## src/rtl/pipeline_pkg.sv

```systemverilog
// ---------------------------------------------------------------------------
// pipeline_pkg
// Shared definitions for the RV32 pipeline front end: datapath width, the
// PC value loaded on reset, the redirect FSM state encoding and the encoding
// of the next-PC source selected by the redirect unit.
// ---------------------------------------------------------------------------
package pipeline_pkg;

   localparam int          XLEN     = 32;
   localparam logic [31:0] RESET_PC = 32'h0000_0000;

   // States of the redirect/squash controller
   typedef enum logic [1:0] {
      RUN     = 2'd0,
      PENDING = 2'd1,
      SQUASH  = 2'd2
   } redirect_state_e;

   // Where the next fetch PC comes from
   typedef enum logic [1:0] {
      SRC_SEQ  = 2'd0,
      SRC_BR   = 2'd1,
      SRC_JAL  = 2'd2,
      SRC_JALR = 2'd3
   } redirect_src_e;

endpackage

```

## src/rtl/redirect_squash_fsm.sv

```systemverilog
// ---------------------------------------------------------------------------
// redirect_squash_fsm
// Owns the redirect state (RUN / PENDING / SQUASH), the wrong-path squash
// counter and the captured target of a redirect that arrived during a freeze.
//
// Ports:
//   clk, rst        clock and synchronous active-high reset
//   freeze_i        global pipeline hold
//   req_i           redirect request from EX (already qualified by source)
//   target_i        aligned target of the live request
//   load_target_o   the PC register must load target_sel_o this cycle
//   target_sel_o    target to load (captured one when leaving PENDING)
//   flush_o         flush pulse for IF/ID and ID/EX, same cycle as the load
//   busy_o          registered flag, high whenever the FSM is not in RUN
// ---------------------------------------------------------------------------
module redirect_squash_fsm
   import pipeline_pkg::*;
#(
   parameter int XLEN_P        = XLEN,
   parameter int SQUASH_CYCLES = 2
) (
   input  logic              clk,
   input  logic              rst,
   input  logic              freeze_i,
   input  logic              req_i,
   input  logic [XLEN_P-1:0] target_i,
   output logic              load_target_o,
   output logic [XLEN_P-1:0] target_sel_o,
   output logic              flush_o,
   output logic              busy_o
);

   localparam int CNT_W = 3;

   redirect_state_e   state_q;
   logic [CNT_W-1:0]  cnt_q;
   logic [XLEN_P-1:0] pendTarget_q;
   logic              busy_q;

   // A redirect is applied either straight from RUN when the pipe is not
   // frozen, or from PENDING on the first unfrozen cycle. Flushes track the
   // load exactly, so they can never fire while freeze is high.
   always_comb begin
      load_target_o = 1'b0;
      target_sel_o  = target_i;
      unique case (state_q)
         RUN:     load_target_o = req_i & ~freeze_i;
         PENDING: begin
            load_target_o = ~freeze_i;
            target_sel_o  = pendTarget_q;
         end
         default: load_target_o = 1'b0;
      endcase
      flush_o = load_target_o;
   end

   // State, squash counter and pending capture. The counter only moves on
   // unfrozen cycles; when it is about to leave 1 the controller returns to
   // RUN, so the wrong-path window is exactly SQUASH_CYCLES unfrozen cycles.
   always_ff @(posedge clk) begin
      if (rst) begin
         state_q      <= RUN;
         cnt_q        <= '0;
         pendTarget_q <= '0;
         busy_q       <= 1'b0;
      end else begin
         unique case (state_q)
            RUN: begin
               if (req_i) begin
                  busy_q <= 1'b1;
                  if (freeze_i) begin
                     pendTarget_q <= target_i;
                     state_q      <= PENDING;
                  end else begin
                     cnt_q   <= CNT_W'(SQUASH_CYCLES);
                     state_q <= SQUASH;
                  end
               end
            end
            PENDING: begin
               if (!freeze_i) begin
                  cnt_q   <= CNT_W'(SQUASH_CYCLES);
                  state_q <= SQUASH;
               end
            end
            SQUASH: begin
               if (!freeze_i) begin
                  cnt_q <= cnt_q - CNT_W'(1);
                  if (cnt_q == CNT_W'(1)) begin
                     state_q <= RUN;
                     busy_q  <= 1'b0;
                  end
               end
            end
            default: begin
               state_q <= RUN;
               busy_q  <= 1'b0;
            end
         endcase
      end
   end

   assign busy_o = busy_q;

endmodule

```

## src/rtl/pc_redirect_unit.sv

```systemverilog
// ---------------------------------------------------------------------------
// pc_redirect_unit
// Owns the fetch PC and picks the next PC from the sequential path or a
// branch / JAL / JALR redirect coming from EX. Produces the IF/ID and ID/EX
// flush pulses and, through redirect_squash_fsm, ignores redirects from the
// wrong-path instructions that follow an applied redirect and holds a
// redirect that arrives during a freeze.
//
// Ports:
//   clk, rst               clock and synchronous active-high reset
//   freeze                 global hold (memory busy)
//   stall                  load-use stall, holds PC when no redirect
//   taken, jal, jalr       redirect requests from EX
//   branch_target          PC+imm for branch / JAL
//   jalr_target            rs1+imm for JALR
//   pc, pc_plus4           current fetch PC and PC+4 (wrapping)
//   flush_if_id/id_ex      flush pulses, high in the cycle a redirect applies
//   redirect_busy          redirect controller not in RUN
//
// Optional build macro PC_REDIRECT_STATS_EN adds input is_branch and the
// saturating 32-bit outputs br_count and redirect_count.
// ---------------------------------------------------------------------------
module pc_redirect_unit
   import pipeline_pkg::*;
#(
   parameter int              XLEN_P        = XLEN,
   parameter logic [XLEN_P-1:0] RESET_PC_P  = XLEN_P'(RESET_PC),
   parameter int              SQUASH_CYCLES = 2
) (
   input  logic              clk,
   input  logic              rst,
   input  logic              freeze,
   input  logic              stall,
   input  logic              taken,
   input  logic              jal,
   input  logic              jalr,
   input  logic [XLEN_P-1:0] branch_target,
   input  logic [XLEN_P-1:0] jalr_target,
`ifdef PC_REDIRECT_STATS_EN
   input  logic              is_branch,
   output logic [31:0]       br_count,
   output logic [31:0]       redirect_count,
`endif
   output logic [XLEN_P-1:0] pc,
   output logic [XLEN_P-1:0] pc_plus4,
   output logic              flush_if_id,
   output logic              flush_id_ex,
   output logic              redirect_busy
);

   redirect_src_e     src;
   logic              req;
   logic [XLEN_P-1:0] reqTarget;
   logic              loadTarget;
   logic [XLEN_P-1:0] targetSel;
   logic              flush;
   logic [XLEN_P-1:0] pc_q;
   logic [XLEN_P-1:0] pc_d;

   // Source priority is jalr > jal > taken. JALR clears bit 0 of its sum and
   // every target is forced word aligned before it reaches the PC.
   always_comb begin
      src       = SRC_SEQ;
      reqTarget = branch_target & ~XLEN_P'(3);
      if (jalr) begin
         src       = SRC_JALR;
         reqTarget = (jalr_target & ~XLEN_P'(1)) & ~XLEN_P'(3);
      end else if (jal) begin
         src = SRC_JAL;
      end else if (taken) begin
         src = SRC_BR;
      end
      req = (src != SRC_SEQ);
   end

   redirect_squash_fsm #(
      .XLEN_P        (XLEN_P),
      .SQUASH_CYCLES (SQUASH_CYCLES)
   ) u_fsm (
      .clk           (clk),
      .rst           (rst),
      .freeze_i      (freeze),
      .req_i         (req),
      .target_i      (reqTarget),
      .load_target_o (loadTarget),
      .target_sel_o  (targetSel),
      .flush_o       (flush),
      .busy_o        (redirect_busy)
   );

   // Next PC: an applied redirect beats everything (including stall);
   // otherwise freeze or stall hold and the default is the sequential path.
   always_comb begin
      pc_d = pc_q;
      if (loadTarget) begin
         pc_d = targetSel;
      end else if (!freeze && !stall) begin
         pc_d = pc_q + XLEN_P'(4);
      end
   end

   // The fetch PC register itself
   always_ff @(posedge clk) begin
      if (rst) begin
         pc_q <= RESET_PC_P;
      end else begin
         pc_q <= pc_d;
      end
   end

   assign pc          = pc_q;
   assign pc_plus4    = pc_q + XLEN_P'(4);
   assign flush_if_id = flush;
   assign flush_id_ex = flush;

`ifdef PC_REDIRECT_STATS_EN
   logic [31:0] brCount_q;
   logic [31:0] redirectCount_q;

   // Event counters: branches seen while in RUN and unfrozen, and applied
   // redirects. Both stick at all-ones instead of wrapping.
   always_ff @(posedge clk) begin
      if (rst) begin
         brCount_q       <= '0;
         redirectCount_q <= '0;
      end else begin
         if (!redirect_busy && is_branch && !freeze && (brCount_q != 32'hFFFF_FFFF)) begin
            brCount_q <= brCount_q + 32'd1;
         end
         if (flush && (redirectCount_q != 32'hFFFF_FFFF)) begin
            redirectCount_q <= redirectCount_q + 32'd1;
         end
      end
   end

   assign br_count       = brCount_q;
   assign redirect_count = redirectCount_q;
`endif

endmodule

```

## config.mk

```make
export PLATFORM = sky130hd
export DESIGN_NAME = pc_redirect_unit
export DESIGN_NICKNAME = d
export VERILOG_FILES = /design/src/rtl/pipeline_pkg.sv /design/src/rtl/redirect_squash_fsm.sv /design/src/rtl/pc_redirect_unit.sv
export SDC_FILE = /design/constraint.sdc
export NUM_CORES = 1
export LEC_CHECK = 0
export BUFFER_PORTS_ARGS = -buffer_cell sky130_fd_sc_hd__buf_4
export CAP_MARGIN = 20
export CORE_MARGIN = 10
export CORE_UTILIZATION = 58
export CTS_BUF_LIST = sky130_fd_sc_hd__clkbuf_4
export CTS_CLUSTER_SIZE = 12
export DETAILED_ROUTE_END_ITERATION = 7
export PLACE_DENSITY = 0.92
export SKIP_LAST_GASP = 1
export SYNTH_ARGS = -nofsm -noshare
export SYNTH_HDL_FRONTEND = slang
export SYNTH_HIERARCHICAL = 1
export SYNTH_SLANG_ARGS = --single-unit
```

## constraint.sdc

```tcl
create_clock -name clk -period 5.28 [get_ports clk]
set_input_delay 1.056 -clock clk [delete_from_list [all_inputs] [get_ports clk]]
set_output_delay 1.056 -clock clk [all_outputs]
set_load 0.005 [all_outputs]
```

==> metrics.csv, run 1 <==
stage;metric;value;unit
worst_setup_path;rrSetupSlack;2.23;ns
clock_tree;numCtsBuffers;9;
die;io_pins;138;
placed_design;dp_hpwl;10400;µm
clock_tree;ctsHoldBuffers;0;
timing;fin_ws;1.50;ns
worst_setup_path;cpMaxStageDelayCell;nor4_2;
synth;synth_cell_type_count;60;
pwr;p_leak;0.00229;µW
cells_and_area;num-fill-cells;577;
timing;drv_slew;0;
route;wire_per_inst;18.4;µm
worst_setup_path;worstPathCellList;nand3_1 -> nor4_2 -> nand4_1 -> xnor2_1 -> buf_4;
synth;synth-edff-count;0;
timing;hold_viol;0;
timing;relSlewSlack;46.9;%
run_status;status;complete, no violations;
timing;skew;0.0157;ns
hold_path;hold_end;u_fsm/pendTarget_q[26];
pwr;peakVddDrop;0.105;mV
global_route;gr-usage-all-layers;22.5;%
die;die-area;12000;µm²
clock_tree;clk_pin_slew;0.10;ns
global_route;grt_antenna_before_repair;0;
global_route;globalRouteOverflowTotal;0;
timing;hold_ws;0.463;ns
global_route;grt_pass1_vias;4501;
worst_setup_path;r2r-end;pc[30];
route;dr.pass1.iters;5;
cells_and_area;area_growth_syn_to_layout;22.0;%
route;drtIter0Drc;419;
synth;syn_area;4640;µm²
synth;synth_top_flop_cell;dfxtp_1;
cells_and_area;final_common_cell;buf_4;
clock_tree;cts.repair.resized;0;
clock_tree;worst_skew_pair.late_latency;0.42;ns
cells_and_area;drive_gt1_share;34.5;%
die;die_w;109;µm
synth;syn_inst;568;
route;vias_per_cell;6.12;
route;drc;0;
die;rows;32;
worst_setup_path;startpoint_type;register;
pwr;combPwrFrac;26.7;%
worst_setup_path;cp.arrival;2.73;ns
cells_and_area;seq_area;1400;µm²
pwr;p_per_area;234;nW/µm²
placed_design;place_congestion;0.884;
worst_setup_path;r2r_cells;6;
pwr;netSwitchingPower;415;µW
timing;worst_pin_slew;0.790;ns
placed_design;numPortBuffers;133;
die;coreArea;7770;µm²
worst_setup_path;slowest_delay;0.81;ns
timing;tns;0;ns
global_route;grt_pass1_wl;21900;µm
route;vias;4720;
route;ant_nets;0;
worst_setup_path;cp.buffers_inverters;1;
worst_setup_path;path_delay_family;simple AND/OR/NAND/NOR gates;
cells_and_area;stdcell_area;5650;µm²
placed_design;placed_cell_area;5530;µm²
hold_path;holdCritPathClass;reg -> reg;
die;die_h;109;µm
worst_setup_path;end_kind;output port;
worst_setup_path;critPathRequiredTime;4.22;ns
pwr;clockPowerShare;25.1;%
worst_setup_path;worstPathMaxFanout;11;
cells_and_area;layout_common_cells;buf_4 (138), nand2_1 (88), dfxtp_1 (70), mux2_2 (62), a21oi_1 (40);
pwr;switching_share;31.4;%
global_route;grt_max_degree;73;
synth;syn_avg_cell_area;8.16;µm²
worst_setup_path;criticalPathCategory;reg -> out;
cells_and_area;fin_nets;740;
clock_tree;cts_setup_buffers;0;
clock_tree;root_buffer;clkbuf_4;
synth;async_reset_ff_share;0;%
hold_path;holdPathStages;2;
pwr;p_int;906;µW
worst_setup_path;worstReg2RegStart;u_fsm/state_q[0];
route;wl;14200;µm
flow_run;cap_violations;0;
synth;synth-seq-cells;70;
clock_tree;cts_num_sinks;70;
cells_and_area;n_antenna_cell;0;
timing;max_freq;0.264;GHz
synth;ys_seq_area_share;30.2;%
clock_tree;htree_levels;3;
clock_tree;cts_tree;done;
timing;period_minus_slack;3.78;ns
pwr;power.total;1320;µW
placed_design;pre_cts_ws;1.21;ns
cells_and_area;multi_input_comb_area;2930;µm²
pwr;p_seq_share;48.2;%
timing;fin_crit_sh;71.7;%
hold_path;min_from;u_fsm/pendTarget_q[26];
timing;rsz0062_at_grt;no;
clock_tree;clock_path_buffers;2;
timing;setup_viol;0;
die;initial_core_util;59.7;%
synth;yosysWarnings;6;
[cell families after synthesis]
group | share of synthesized area [%]
AOI/OAI and AO/OA | 13.9
xor gates and xnor gates | 6.99
adders and majority gates | 0.810
buffers and inverters | 6.77
DFF | 30.2
muxes | 15.5
other | 0.0809
and+or+nand+nor | 25.7
[per-layer routing]
metal	global-route usage, %	vias up	wire (µm)
met1	26.9	2208	5480
met4	9.39	0	279
met3	5.68	26	1470
li1	-	2218	-
met5	0	-	0
met2	37.5	268	6940
[cells in the mapped netlist, drive strengths merged (2+ instances only)]
| cell | count | share of area [%] |
|---|---|---|
| nand2 | 89 | 7.3 |
| dfxtp | 70 | 30 |
| mux2 | 62 | 15 |
| a21oi | 42 | 4.7 |
| nor2 | 39 | 3.2 |
| buf | 27 | 3.8 |
| clkbuf | 27 | 2.2 |
| nand4 | 20 | 3.2 |
| xor2 | 19 | 3.6 |
| xnor2 | 18 | 3.4 |
| nand3 | 13 | 1.7 |
| o21ai | 12 | 1.3 |
| or3 | 12 | 1.7 |
| a311oi | 11 | 2.1 |
| and3 | 11 | 1.5 |
| a211oi | 10 | 1.6 |
| nor3 | 10 | 1.1 |
| inv | 9 | 0.73 |
| nor4 | 8 | 1.2 |
| o221ai | 6 | 1.1 |
| o211ai | 5 | 0.81 |
| or4 | 5 | 0.92 |
| and2 | 4 | 0.54 |
| and4 | 4 | 0.76 |
| a31oi | 3 | 0.40 |
| ha | 3 | 0.81 |
| a221oi | 2 | 0.38 |
| mux2i | 2 | 0.43 |
| nand2b | 2 | 0.27 |
| nand4bb | 2 | 0.49 |
| nor2b | 2 | 0.27 |
| nor3b | 2 | 0.32 |
| nor4b | 2 | 0.51 |
| o31a | 2 | 0.38 |
| or2 | 2 | 0.27 |
[cell type report]
class	instances	share of cell area, %
Timing Repair Buffer	138	18.3
Clock inverter	3	0.664
Clock buffer	11	1.46
Sequential cell	70	24.8
Inverter	10	0.664
Tap cell	102	2.26
Multi-Input combinational cell	437	51.8
[power by group through the flow]
stage / clock network [µW] / registers [µW] / logic, µW
floorplan: 0 / 614 / 224
global placement: 0 / 641 / 337
detailed placement: 0 / 645 / 349
CTS: 332 / 634 / 352
global route: 349 / 643 / 382
finish: 332 / 636 / 353
[stage by stage]
step,util [%],std cells
after CTS,72.8,771
after detailed placement,71.2,757
after floorplan,-,571
after global placement,71.2,757
final,72.8,771
after global routing,72.8,771
[worst max-delay path by stage]
stage | startpoint | to | slack [ns] | cells past startpoint
finish | pc[6] | pc_plus4[25] | 1.50 | 5
CTS | pc[4] | pc_plus4[25] | 1.55 | 5
floorplan | jalr | pc[25] | 2.09 | 9
global route | pc[4] | pc_plus4[19] | 1.27 | 5
global placement | jalr | pc[25] | 1.31 | 9
detailed placement | jalr | pc[30] | 1.21 | 8
[registers in the layout, indices dropped and copies added (netlist names)]
name,flops
u_fsm/cnt_q,3
u_fsm/busy_o,1
u_fsm/state_q,2
pc,32
u_fsm/pendTarget_q,32
[tightest hold or removal path, cell delays in order (launching register included)]
cell and delay (ns):
dfxtp_1 0.32, nand2_1 0.05, a21oi_1 0.05
No activity file was read; power rests on OpenSTA's default activity.
==> inputs of run 2 (changes only) <==
--- a/config.mk
+++ b/config.mk
@@ -8,11 +8,11 @@
 export BUFFER_PORTS_ARGS = -buffer_cell sky130_fd_sc_hd__buf_4
 export CAP_MARGIN = 20
 export CORE_MARGIN = 10
-export CORE_UTILIZATION = 58
+export CORE_UTILIZATION = 54
 export CTS_BUF_LIST = sky130_fd_sc_hd__clkbuf_4
 export CTS_CLUSTER_SIZE = 12
 export DETAILED_ROUTE_END_ITERATION = 7
-export PLACE_DENSITY = 0.92
+export PLACE_DENSITY = 0.87
 export SKIP_LAST_GASP = 1
 export SYNTH_ARGS = -nofsm -noshare
 export SYNTH_HDL_FRONTEND = slang
==> constraint.sdc (replaced) <==
create_clock -name clk -period 3.7 [get_ports clk]
set_input_delay 0.74 -clock clk [delete_from_list [all_inputs] [get_ports clk]]
set_output_delay 0.74 -clock clk [all_outputs]
set_load 0.005 [all_outputs]
==> metrics.csv, run 2 (synthesis gave the netlist of run 1 again) <==
stage;metric;value;unit;change
run_status;status;complete, no violations;;
cells_and_area;area_growth_syn_to_layout;23.7;%;
timing;skew;0.00777;ns;-0.00798 ns
clock_tree;worst_skew_pair.late_latency;0.42;ns;about the same
cells_and_area;fin_cells;779;;+1.0%
route;wl;14100;µm;-0.31%
cells_and_area;layout_common_cells;buf_4 (141), nand2_1 (88), dfxtp_1 (70), mux2_2 (62), a21oi_1 (40);;
timing;tns;0;ns;unchanged
die;io_pins;138;;unchanged
pwr;p_leak;0.00233;µW;+1.5%
global_route;grt_use_met2;34.1;%;-3.3 points
global_route;gr-usage-all-layers;20.9;%;-1.5 points
route;vias;4652;;-1.4%
timing;worst_pin_slew;0.981;ns;+0.191 ns
cells_and_area;multi_input_comb_area;2940;µm²;+0.43%
cells_and_area;post-route-util;69.1;%;-3.7 points
die;coreArea;8300;µm²;+6.8%
pwr;peakVddDrop;0.183;mV;+75%
timing;relSlewSlack;34.3;%;-13 points
clock_tree;clock_path_buffers;2;;unchanged
cells_and_area;num-fill-cells;664;;+15%
die;rows;33;;+3.1%
die;die_w;113;µm;+3.0%
worst_setup_path;startpoint_type;register;;
route;drtIter0Drc;362;;-14%
cells_and_area;final_common_cell;buf_4;;
global_route;grt_antenna_before_repair;0;;unchanged
global_route;use_met1;26.7;%;-0.24 points
global_route;grt.busiest_layer;met2;;
route;dr.pass1.iters;5;;unchanged
die;initial_core_util;55.9;%;-3.8 points
global_route;globalRouteOverflowTotal;0;;unchanged
clock_tree;ctsHoldBuffers;0;;unchanged
worst_setup_path;criticalPathCategory;reg -> out;;
hold_path;holdCritPathClass;reg -> reg;;
timing;fin_crit_sh;89.9;%;
route;wire_per_inst;18.1;µm;-1.3%
worst_setup_path;cp.arrival;2.59;ns;-0.14 ns
worst_setup_path;worstPathMaxFanout;10;;-1
timing;rsz0062_at_grt;no;;
timing;period_minus_slack;3.33;ns;
pwr;p_per_area;345;nW/µm²;+47%
cells_and_area;drive_gt1_share;35.6;%;+1.1 points
placed_design;place_congestion;0.879;;-0.53%
placed_design;dp_hpwl;10500;µm;+0.95%
clock_tree;cts_num_sinks;70;;unchanged
cells_and_area;n_antenna_cell;0;;unchanged
timing;setup_viol;0;;unchanged
worst_setup_path;end_kind;output port;;
timing;max_freq;0.301;GHz;
global_route;grt_max_degree;66;;-9.6%
clock_tree;numCtsBuffers;9;;unchanged
clock_tree;cts_tree;done;;
timing;drv_slew;0;;unchanged
cells_and_area;fin_nets;743;;+0.41%
global_route;grt_pass1_vias;4467;;-0.76%
placed_design;pre_cts_ws;0.228;ns;-0.977 ns
route;drc;0;;unchanged
global_route;grt_pass1_wl;22600;µm;+3.1%
clock_tree;clk_pin_slew;0.12;ns;+0.02 ns
worst_setup_path;critPathRequiredTime;2.96;ns;-1.26 ns
placed_design;numPortBuffers;133;;unchanged
placed_design;placed_cells;763;;+0.79%
clock_tree;root_buffer;clkbuf_4;;
flow_run;cap_violations;0;;unchanged
timing;hold_ws;0.459;ns;-0.00391 ns
clock_tree;htree_levels;3;;unchanged
route;ant_nets;0;;unchanged
timing;fin_ws;0.374;ns;-1.12 ns
timing;hold_viol;0;;unchanged
route;vias_per_cell;5.97;;-2.5%
die;die_h;113;µm;+3.0%
die;die-area;12700;µm²;+6.0%
cells_and_area;seq_area;1400;µm²;unchanged
global_route;use_met3;5.17;%;-0.51 points
[run 2: worst paths after layout]
path                    startpoint                     to  slack [ns]  cells past startpoint
min reg2reg  u_fsm/pendTarget_q[7]  u_fsm/pendTarget_q[7]        0.46                      2
max reg2reg       u_fsm/state_q[0]                 pc[30]        0.65                      8
min          u_fsm/pendTarget_q[7]  u_fsm/pendTarget_q[7]        0.46                      2
max                          pc[3]           pc_plus4[30]        0.37                      6
[run 2: power breakdown]
group	switching (µW)	internal (µW)
logic	234	269
registers	91.0	815
clock network	286	280
total	611	1360
[run 2: routing by layer]
metal / share of wire, % / vias to the layer above
met3: 8.5 / 26
met5: 0 / -
met4: 1.9 / 0
met1: 42 / 2186
met2: 48 / 217
li1: - / 2223
[run 2: area by class of cell]
class | instances | area share (%)
multi-input combinational | 437 | 51.3
sequential | 70 | 24.4
timing repair buffer | 141 | 18.5
tap | 105 | 2.29
clock inverter | 6 | 1.51
clock buffer | 10 | 1.31
inverter | 10 | 0.655
[run 2: timing repair]
| action | 4_1_cts | 5_1_grt |
|---|---|---|
| setup buffers | 0 | 0 |
| endpoints found under the setup margin | 0 | 2 |
| resized for setup | 0 | 1 |
[run 2: through the flow]
step / instance area [µm²] / total power [µW]
global placement: 5570 / 1400
detailed placement: 5570 / 1420
finish: 5730 / 1980
floorplan: 4650 / 1200
global route: 5730 / 2060
CTS: 5730 / 1970
[run 2: worst max-delay path, stage by stage, from the launching register on]
cell	delay (ns)
dfxtp_1	0.45
ha_1	0.29
nand3_4	0.16
or4_2	0.69
nor3_1	0.26
xor2_1	0.18
buf_4	0.13
==> inputs of run 3 (changes only) <==
--- a/config.mk
+++ b/config.mk
@@ -8,11 +8,11 @@
 export BUFFER_PORTS_ARGS = -buffer_cell sky130_fd_sc_hd__buf_4
 export CAP_MARGIN = 20
 export CORE_MARGIN = 10
-export CORE_UTILIZATION = 54
-export CTS_BUF_LIST = sky130_fd_sc_hd__clkbuf_4
+export CORE_UTILIZATION = 53
+export CTS_BUF_LIST = sky130_fd_sc_hd__clkbuf_8 sky130_fd_sc_hd__clkbuf_16
 export CTS_CLUSTER_SIZE = 12
 export DETAILED_ROUTE_END_ITERATION = 7
-export PLACE_DENSITY = 0.87
+export PLACE_DENSITY = 0.86
 export SKIP_LAST_GASP = 1
 export SYNTH_ARGS = -nofsm -noshare
 export SYNTH_HDL_FRONTEND = slang
==> metrics.csv, run 3 (synthesis gave the netlist of run 1 again) <==
stage;metric;value;unit;change
cells_and_area;layout_common_cells;buf_4 (142), nand2_1 (88), dfxtp_1 (70), mux2_2 (62), a21oi_1 (40);;
worst_setup_path;worstPathCellList;nand3_1 -> nor4_1 -> and3_1 -> xor2_1 -> buf_4;;
global_route;grt_max_degree;67;;+1.5%
placed_design;numPortBuffers;133;;unchanged
worst_setup_path;worstReg2RegStart;u_fsm/state_q[0];;
clock_tree;cts_setup_buffers;0;;unchanged
timing;worst_pin_slew;0.703;ns;-0.278 ns
cells_and_area;final_common_cell;buf_4;;
pwr;peakVddDrop;0.163;mV;-11%
timing;rsz0062_at_grt;no;;
global_route;grt_pass1_vias;4628;;+3.6%
timing;relSlewSlack;53.1;%;+19 points
global_route;grt_antenna_before_repair;0;;unchanged
worst_setup_path;cpMaxStageDelayCell;nor4_1;;
route;vias;4722;;+1.5%
die;die-area;12900;µm²;+1.6%
pwr;p_leak;0.00235;µW;+1.0%
global_route;gr-usage-all-layers;21.5;%;+0.56 points
worst_setup_path;endpoint;pc_plus4[31];;
clock_tree;cts.repair.resized;0;;unchanged
die;initial_core_util;53.7;%;-2.2 points
route;ant_nets;0;;unchanged
route;vias_per_cell;6.03;;+0.99%
clock_tree;clock_path_buffers;2;;unchanged
placed_design;dp_hpwl;10700;µm;+2.2%
worst_setup_path;r2r_cells;6;;-2
route;wire_per_inst;18.5;µm;+1.8%
cells_and_area;drive_gt1_share;35.7;%;+0.095 points
clock_tree;htree_levels;3;;unchanged
global_route;globalRouteOverflowTotal;0;;unchanged
cells_and_area;n_antenna_cell;0;;unchanged
clock_tree;root_buffer;clkbuf_8;;
worst_setup_path;crit_path_start;pc[8];;
cells_and_area;area_growth_syn_to_layout;24.9;%;
worst_setup_path;cp.arrival;2.53;ns;-0.06 ns
timing;skew;0.0108;ns;+0.00304 ns
die;io_pins;138;;unchanged
clock_tree;cts_num_sinks;70;;unchanged
run_status;status;complete, no violations;;
worst_setup_path;r2r-end;pc[30];;
worst_setup_path;critPathRequiredTime;2.96;ns;about the same
clock_tree;worst_skew_pair.late_latency;0.35;ns;-0.07 ns
global_route;grt_pass1_wl;23300;µm;+3.4%
timing;hold_viol;0;;unchanged
pwr;p_per_area;357;nW/µm²;+3.7%
worst_setup_path;startpoint_type;register;;
route;wl;14500;µm;+2.3%
timing;tns;0;ns;unchanged
die;die_h;114;µm;+0.77%
die;coreArea;8640;µm²;+4.1%
timing;max_freq;0.306;GHz;+1.7%
route;drc;0;;unchanged
clock_tree;clk_pin_slew;0.08;ns;-0.04 ns
die;die_w;114;µm;+0.77%
cells_and_area;fin_nets;744;;+0.13%
worst_setup_path;slowest_delay;0.69;ns;about the same
cells_and_area;stdcell_area;5790;µm²;+0.94%
die;rows;34;;+3.0%
timing;fin_crit_sh;88.4;%;-1.5 points
clock_tree;ctsHoldBuffers;0;;unchanged
hold_path;holdCritPathClass;reg -> reg;;
cells_and_area;num-fill-cells;678;;+2.1%
route;drtIter0Drc;486;;+34%
clock_tree;numCtsBuffers;9;;unchanged
route;dr.pass1.iters;5;;unchanged
worst_setup_path;rrSetupSlack;0.90;ns;+0.25 ns
placed_design;placed_cell_area;5580;µm²;+0.25%
flow_run;cap_violations;0;;unchanged
placed_design;place_congestion;0.871;;-0.93%
worst_setup_path;worstPathMaxFanout;11;;+1
timing;drv_slew;0;;unchanged
worst_setup_path;end_kind;output port;;
timing;setup_viol;0;;unchanged
timing;period_minus_slack;3.27;ns;-0.0541 ns
worst_setup_path;criticalPathCategory;reg -> out;;
clock_tree;cts_tree;done;;
-- run 3: cell count changes in the layout (fill, tap and decap cells not counted) --
| cell | delta |
|---|---|
| bufinv_16 | -1 |
| buf_4 | +1 |
| nor4_2 | -1 |
| nor2_1 | -1 |
| clkbuf_8 | +11 |
| nor4_1 | +1 |
| clkinv_4 | -1 |
| inv_6 | +1 |
| clkbuf_4 | -10 |
| nor2_2 | +1 |
-- run 3: final cells by class --
| type | count | area (µm²) | share of cell area [%] |
|---|---|---|---|
| multi-input cells | 437 | 2940 | 50.8 |
| clock buffers | 11 | 151 | 2.62 |
| flip-flops and latches | 70 | 1400 | 24.2 |
| well taps | 108 | 135 | 2.33 |
| inverters | 10 | 37.5 | 0.649 |
| repair buffers | 142 | 1070 | 18.4 |
| clock inverters | 5 | 56.3 | 0.973 |
-- run 3: worst max-delay path, delay by kind of cell, from the launching register on --
kind / cells / cell delay, ns
flip-flops: 1 / 0.49
XOR/XNOR: 1 / 0.18
AND/OR/NAND/NOR: 3 / 1.38
buffers and inverters: 1 / 0.14
-- run 3: worst min path at each step --
stage | startpoint | end | depth (start not counted)
4_1_cts | u_fsm/pendTarget_q[20] | u_fsm/pendTarget_q[20] | 2
5_1_grt | u_fsm/pendTarget_q[15] | u_fsm/pendTarget_q[15] | 2
2_1_floorplan | u_fsm/pendTarget_q[0] | u_fsm/pendTarget_q[0] | 2
3_3_place_gp | u_fsm/pendTarget_q[17] | u_fsm/pendTarget_q[17] | 2
3_5_place_dp | u_fsm/pendTarget_q[20] | u_fsm/pendTarget_q[20] | 2
6_report | u_fsm/pendTarget_q[20] | u_fsm/pendTarget_q[20] | 2
-- run 3: through the flow --
stage | hold slack, ns | utilization, % | worst slack [ns] | power [µW] | std cells
6_report | 0.458 | 67.0 | 0.428 | 2070 | 783
5_1_grt | 0.475 | 67.0 | 0.291 | 2170 | 783
4_1_cts | 0.458 | 67.0 | 0.465 | 2070 | 783
3_5_place_dp | 0.447 | 64.6 | 0.497 | 1420 | 767
3_3_place_gp | 0.439 | 64.6 | 0.566 | 1400 | 767
2_1_floorplan | 0.434 | - | 0.827 | 1200 | 571
-- run 3: metal layers --
metal  track usage [%]  vias up  wire length (µm)
met5                 0        -                 0
met4              6.01        0               244
met3              5.56       27              1350
met2              34.2      241              6880
met1              28.0     2226              5990
li1                  -     2228                 -
-- run 3: report_power, final --
group / internal [µW] / switching [µW] / total (µW) / leakage [µW]
clock: 348 / 305 / 653 / 0.000106
sequential: 815 / 92.8 / 907 / 0.000576
combinational: 271 / 237 / 508 / 0.00167
